--- src/rtl/lut_sweep_engine.sv ---
// Programmable N_IN-input truth-table generator: holds a 2^N_IN-entry lookup
// table and, on start, streams every row over a valid/ready handshake.
module lut_sweep_engine #(
    parameter int N_IN = 4,
    parameter int GAP  = 0
) (
    input  logic            clk,
    input  logic            rst_n,
    input  logic            cfg_we,
    input  logic [N_IN-1:0] cfg_addr,
    input  logic            cfg_bit,
    input  logic            start,
    output logic            busy,
    output logic            row_valid,
    input  logic            row_ready,
    output logic [N_IN-1:0] row_index,
    output logic            row_out,
    output logic            done,
    output logic [N_IN:0]   ones_count
);

    localparam int DEPTH = 1 << N_IN;
    localparam logic [3:0] GAP_LAST = 4'(GAP > 0 ? GAP - 1 : 0);

    typedef enum logic [1:0] {S_IDLE, S_SHOW, S_GAP, S_DONE} state_t;

    state_t          state;
    logic [DEPTH-1:0] lut;
    logic [DEPTH-1:0] lut_wr;
    logic [N_IN:0]   row_cnt;
    logic [N_IN:0]   row_nxt;
    logic [3:0]      gap_cnt;
    logic            last_row;

    assign row_index = row_cnt[N_IN-1:0];
    assign row_nxt   = row_cnt + (N_IN+1)'(1);
    assign last_row  = (row_cnt[N_IN-1:0] == {N_IN{1'b1}});

    // Table with the pending IDLE write applied, so a write to entry 0 issued
    // together with start is already visible in the first row.
    always_comb begin
        // NOTE: default assignment first so no path leaves lut_wr unassigned (no latch).
        lut_wr = lut;
        if (state == S_IDLE && cfg_we)
            lut_wr[cfg_addr] = cfg_bit;
    end

    // NOTE: the table is a small flop array, so it can be cleared by the async reset.
    always_ff @(posedge clk or negedge rst_n) begin
        if (!rst_n) begin
            state      <= S_IDLE;
            lut        <= '0;
            row_cnt    <= '0;
            gap_cnt    <= '0;
            busy       <= 1'b0;
            row_valid  <= 1'b0;
            row_out    <= 1'b0;
            done       <= 1'b0;
            ones_count <= '0;
        end else begin
            // NOTE: non-blocking assignments throughout so every register samples pre-edge values.
            case (state)
                S_IDLE: begin
                    lut <= lut_wr;
                    if (start) begin
                        state      <= S_SHOW;
                        row_cnt    <= '0;
                        ones_count <= '0;
                        busy       <= 1'b1;
                        row_valid  <= 1'b1;
                        row_out    <= lut_wr[0];
                    end
                end
                S_SHOW: begin
                    if (row_valid && row_ready) begin
                        ones_count <= ones_count + {{N_IN{1'b0}}, row_out};
                        if (last_row) begin
                            state     <= S_DONE;
                            busy      <= 1'b0;
                            row_valid <= 1'b0;
                            done      <= 1'b1;
                        end else if (GAP == 0) begin
                            row_cnt <= row_nxt;
                            row_out <= lut[row_nxt[N_IN-1:0]];
                        end else begin
                            state     <= S_GAP;
                            row_valid <= 1'b0;
                            gap_cnt   <= '0;
                        end
                    end
                end
                S_GAP: begin
                    if (gap_cnt == GAP_LAST) begin
                        state     <= S_SHOW;
                        row_valid <= 1'b1;
                        row_cnt   <= row_nxt;
                        row_out   <= lut[row_nxt[N_IN-1:0]];
                    end else begin
                        gap_cnt <= gap_cnt + 4'd1;
                    end
                end
                S_DONE: begin
                    done  <= 1'b0;
                    state <= S_IDLE;
                end
                default: state <= S_IDLE;
            endcase
        end
    end

endmodule

--- config.mk ---
export PLATFORM = sky130hd
export DESIGN_NAME = lut_sweep_engine
export DESIGN_NICKNAME = d
export VERILOG_FILES = /design/src/rtl/lut_sweep_engine.sv
export SDC_FILE = /design/constraint.sdc
export NUM_CORES = 1
export LEC_CHECK = 0
export CAP_MARGIN = 20
export CORE_MARGIN = 8
export CORE_UTILIZATION = 56
export DETAILED_ROUTE_END_ITERATION = 6
export PLACE_DENSITY_LB_ADDON = 0.12
export SKIP_LAST_GASP = 1
export SLEW_MARGIN = 0
export SYNTH_ARGS = -nofsm -noshare
export SYNTH_HDL_FRONTEND = slang
export SYNTH_SLANG_ARGS = --single-unit
--- constraint.sdc ---
create_clock -name clk -period 3.2 [get_ports clk]
set_input_delay 0.32 -clock clk [delete_from_list [all_inputs] [get_ports clk]]
set_output_delay 0.32 -clock clk [all_outputs]
set_load 0.05 [all_outputs]
==> flow_results.org <==
** Worst setup path
- Setup slack on the worst reg-to-reg path comes out at 540 ps.
- Type of the setup path with the least slack :: flop to flop
- Startpoint Class :: flop
- The number of cells on the worst reg-to-reg path is 6.
- Crit. Startpoint :: row_cnt[0]$_DFFE_PN0P_
- Reg-to-Reg End :: row_out$_DFFE_PN0P_
- Capturing instance or port of the critical path :: row_out$_DFFE_PN0P_
- Arrival time of the worst setup path :: 2910 ps
- The worst register-to-register path begins at row_cnt[0]$_DFFE_PN0P_.
- STA classifies the critical path endpoint as a flop.
- Of all nets on the critical path, the largest fanout is 11.
- Required time of the critical path :: around 3400 ps

** STA
- Final slew viol count :: 0
- Subtracting the final worst setup slack from the clock period gives roughly 2700 ps.
- Peak clock frequency supported by timing :: 375 MHz
- After routing, the total negative slack on setup checks comes to 0 ps.
- The final hold violation count came to 0.
- At the pin with the least slew margin, the transition time is around 530 ps.
- The worst pin sits at a relative slew slack of around two thirds.
- Setup-failing EPs final :: 0
- Setup repair after global routing left no endpoint under its margin.
- On the final layout, the worst clock skew is 10.2 ps.
- The final critical path takes up around 83% of the cycle.

** Floorplan
- For this design the top-level I/O count stands at 23.
- Die footprint :: about 0.0058 sq mm
- Core ar. :: 0.00339 sq mm
- Standard-cell rows :: 21
- For this configuration, the core starts out at a cell density of between 50 and 60%.
- The die is roughly 76 microns tall.
- Width of the chip :: between 70 and 80 microns

** Logic synthesis
- Synthesis produced a netlist whose cell count is 195.
- Number of enable-type register cells in the synthesized netlist :: 0
- The most common cell in the synthesized netlist is dfrtp_1.
- The largest total area in the synthesized netlist belongs to dfrtp_1.
- Synth warnings :: 0
- Among all flip-flop cells after synthesis, the most frequent one is dfrtp_1.
- Synth async-reset ratio :: between 90% and 100%
- Largest cells by area after synthesis :: dfrtp_1, mux2_2, ha_1, o21ai_0, nand2_1
- Counting flops and latches in the post-synthesis netlist gives 35.
- The number of nets handed over by synthesis was around 220.
- Number of library cell types mapped by synthesis :: 40
- By count the netlist is led by dfrtp_1, mux2_2, nand2_1, nor2_1, o21ai_0.
- The average instance in the mapped netlist occupies ~10 sq um.
- Summed over its instances, the top area cell type makes up 43.6% of the synthesized netlist area.
- After synthesis the cells add up to 0.00201 sq mm.
- The share of the Yosys chip area taken by registers is between 40% and 50%.

** Clock tree
- Clock Root Buffer :: clkbuf_4
- Number of buffers added for setup after CTS :: 0
- No sink is reached through more buffers than the 2 on the longest clock path.
- Clock Sinks :: 35
- Clock latency on the worst-skew pair, taken at its later pin, is between 300 and 400 ps.
- The number of clock buffers added by TritonCTS is 5.
- Clock-pin slew was measured on the worst setup and hold paths at ~110 ps.
- Number of levels in the clock H-tree :: 2
- Total of hold buffers inserted after clock tree synthesis :: 0
- Cells resized by post-CTS repair :: 0
- CTS tree :: done

** GRT
- The first global-routing pass estimated 7100 microns of wire.
- Global routing used around 16% of the available tracks.
- Summed over all layers, the global routing overflow is 0.
- The number of global-route vias before repair is between 1500 and 2000.
- Largest net degree at the start of global routing :: 36
- The number of antenna violations at the first check in global routing is 0.

** Drt
- After detailed routing, the total wire length is a little over 4000 microns.
- Once detail routing completed, the nets flagged for antenna violations numbered 0.
- The first routing iteration left roughly 110 violations.
- Detailed-route wire length per cell :: 15.3 microns
- DR vias/cell :: 5.71
- Via count :: approximately 1500
- For this run, design rule violations remaining after detail routing come to 0.
- The first detailed-routing pass ran for 4 iterations.

** Final layout
- Number of fill cells in the layout :: between 200 and 300
- P&R area growth vs syn :: 15.5%
- The multi-input combinational cells in the finished layout cover a total of 0.00106 sq mm.
- Cells with a size suffix above 1 make up 15.1% of the layout.
- Final Util :: approximately two thirds
- The finished layout holds 265 standard cells, fillers aside.
- Net count reported at finish :: 238
- Antenna diode instance count :: 0
- Register area :: between 800 and 900 sq um

** Min path
- The path class of the tightest hold or removal check is input port to asynchronous set/reset pin.

** Placed design
- In this run the tool buffered the top-level ports with 22 buffer cells.
- The congestion estimate from routability-driven global placement came to a little over 0.8.
- Total instance count after detailed placement :: 257
- Detailed placement ended at an HPWL of 3030 microns.

** Pwr
- For this design the static power due to leakage is 1.01 nW.
- Dividing total power by cell area gives a power density of approximately 860 mW/mm^2.
- IR analysis of the VDD net gives a maximum drop of slightly below 0.4 mV.

** Run
- MaxCap Viol Count :: 0

** Status
- The flow ran to the end, and the final reports show no timing, DRC or antenna violations.
[flip-flops by register name (all words and copies together), names as in the netlist]
register    count
busy            1
done            1
gap_cnt         4
lut            16
ones_count      5
row_cnt         4
row_out         1
row_valid       1
state           2
[report_power, final]
group | switching, mW | total, mW | internal (mW)
Combinational | 0.540 | 0.961 | 0.421
Clock | 0.154 | 0.283 | 0.128
Sequential | 0.154 | 0.743 | 0.589
[worst max-delay path, stage by stage, from the launching register on]
cell and delay [ps]:
dfrtp_1 560, ha_1 500, mux4_2 560, or4_1 430
o31ai_1 90, a2111oi_1 90, a221o_1 340
[layout by cell type (no fill, tap or decap), drive strengths merged, types with 7 or more instances in the layout]
cell type / instances
a21oi: 9
clkbuf: 7
clkdlybuf4s50: 22
dfrtp: 35
ha: 10
inv: 8
mux2: 20
nand2: 18
nor2: 18
nor3: 9
o21ai: 18
[metal layers]
| metal | vias up | wire length (microns) | GRT usage (%) |
|---|---|---|---|
| met5 | - | 0 | 0 |
| met4 | 0 | 85 | 7.46 |
| met3 | 10 | 226 | 4.34 |
| met2 | 42 | 1990 | 27.4 |
| met1 | 718 | 1750 | 18.6 |
| li1 | 743 | - | - |
[stage by stage]
| stage | hold slack, ps | setup slack, ps | power, mW | instance area (sq um) |
|---|---|---|---|---|
| floorplan | 24.4 | 662 | 1.47 | 2010 |
| global placement | 482 | 668 | 1.67 | 2250 |
| detailed placement | 488 | 565 | 1.71 | 2250 |
| CTS | 370 | 541 | 2.00 | 2320 |
| global route | 414 | 391 | 2.14 | 2320 |
| finish | 366 | 536 | 1.99 | 2320 |
[area by class of cell]
class                   instances  area share [%]
clock buffers                   7            2.80
clock inverters                 1           0.324
inverters                       8            1.29
multi-input cells             145            45.5
flip-flops and latches         35            37.8
well taps                      46            2.48
repair buffers                 23            9.82
[how the worst min path moves through the flow]
stage                                        end  cells past startpoint  slack [ps]
after floorplan                 busy$_DFFE_PN0P_                      0          20
after global placement    gap_cnt[3]$_DFFE_PN0P_                      1         480
after detailed placement  gap_cnt[3]$_DFFE_PN0P_                      1         490
after CTS                    row_out$_DFFE_PN0P_                      2         370
after global routing      row_cnt[2]$_DFFE_PN0P_                      2         410
final                     row_cnt[2]$_DFFE_PN0P_                      2         370
[logic make-up (layout without fill, tap and decap cells)]
group,count (synthesis),count (layout),synth area share [%]
simple gates,69,69,17.1
compound gates,35,35,10.5
flops,35,35,43.6
mux,28,28,17.4
buf+inv,15,39,3.80
fa+ha+maj,10,10,6.23
xor+xnor,3,3,1.31
Power figures use the tool's default switching activity.
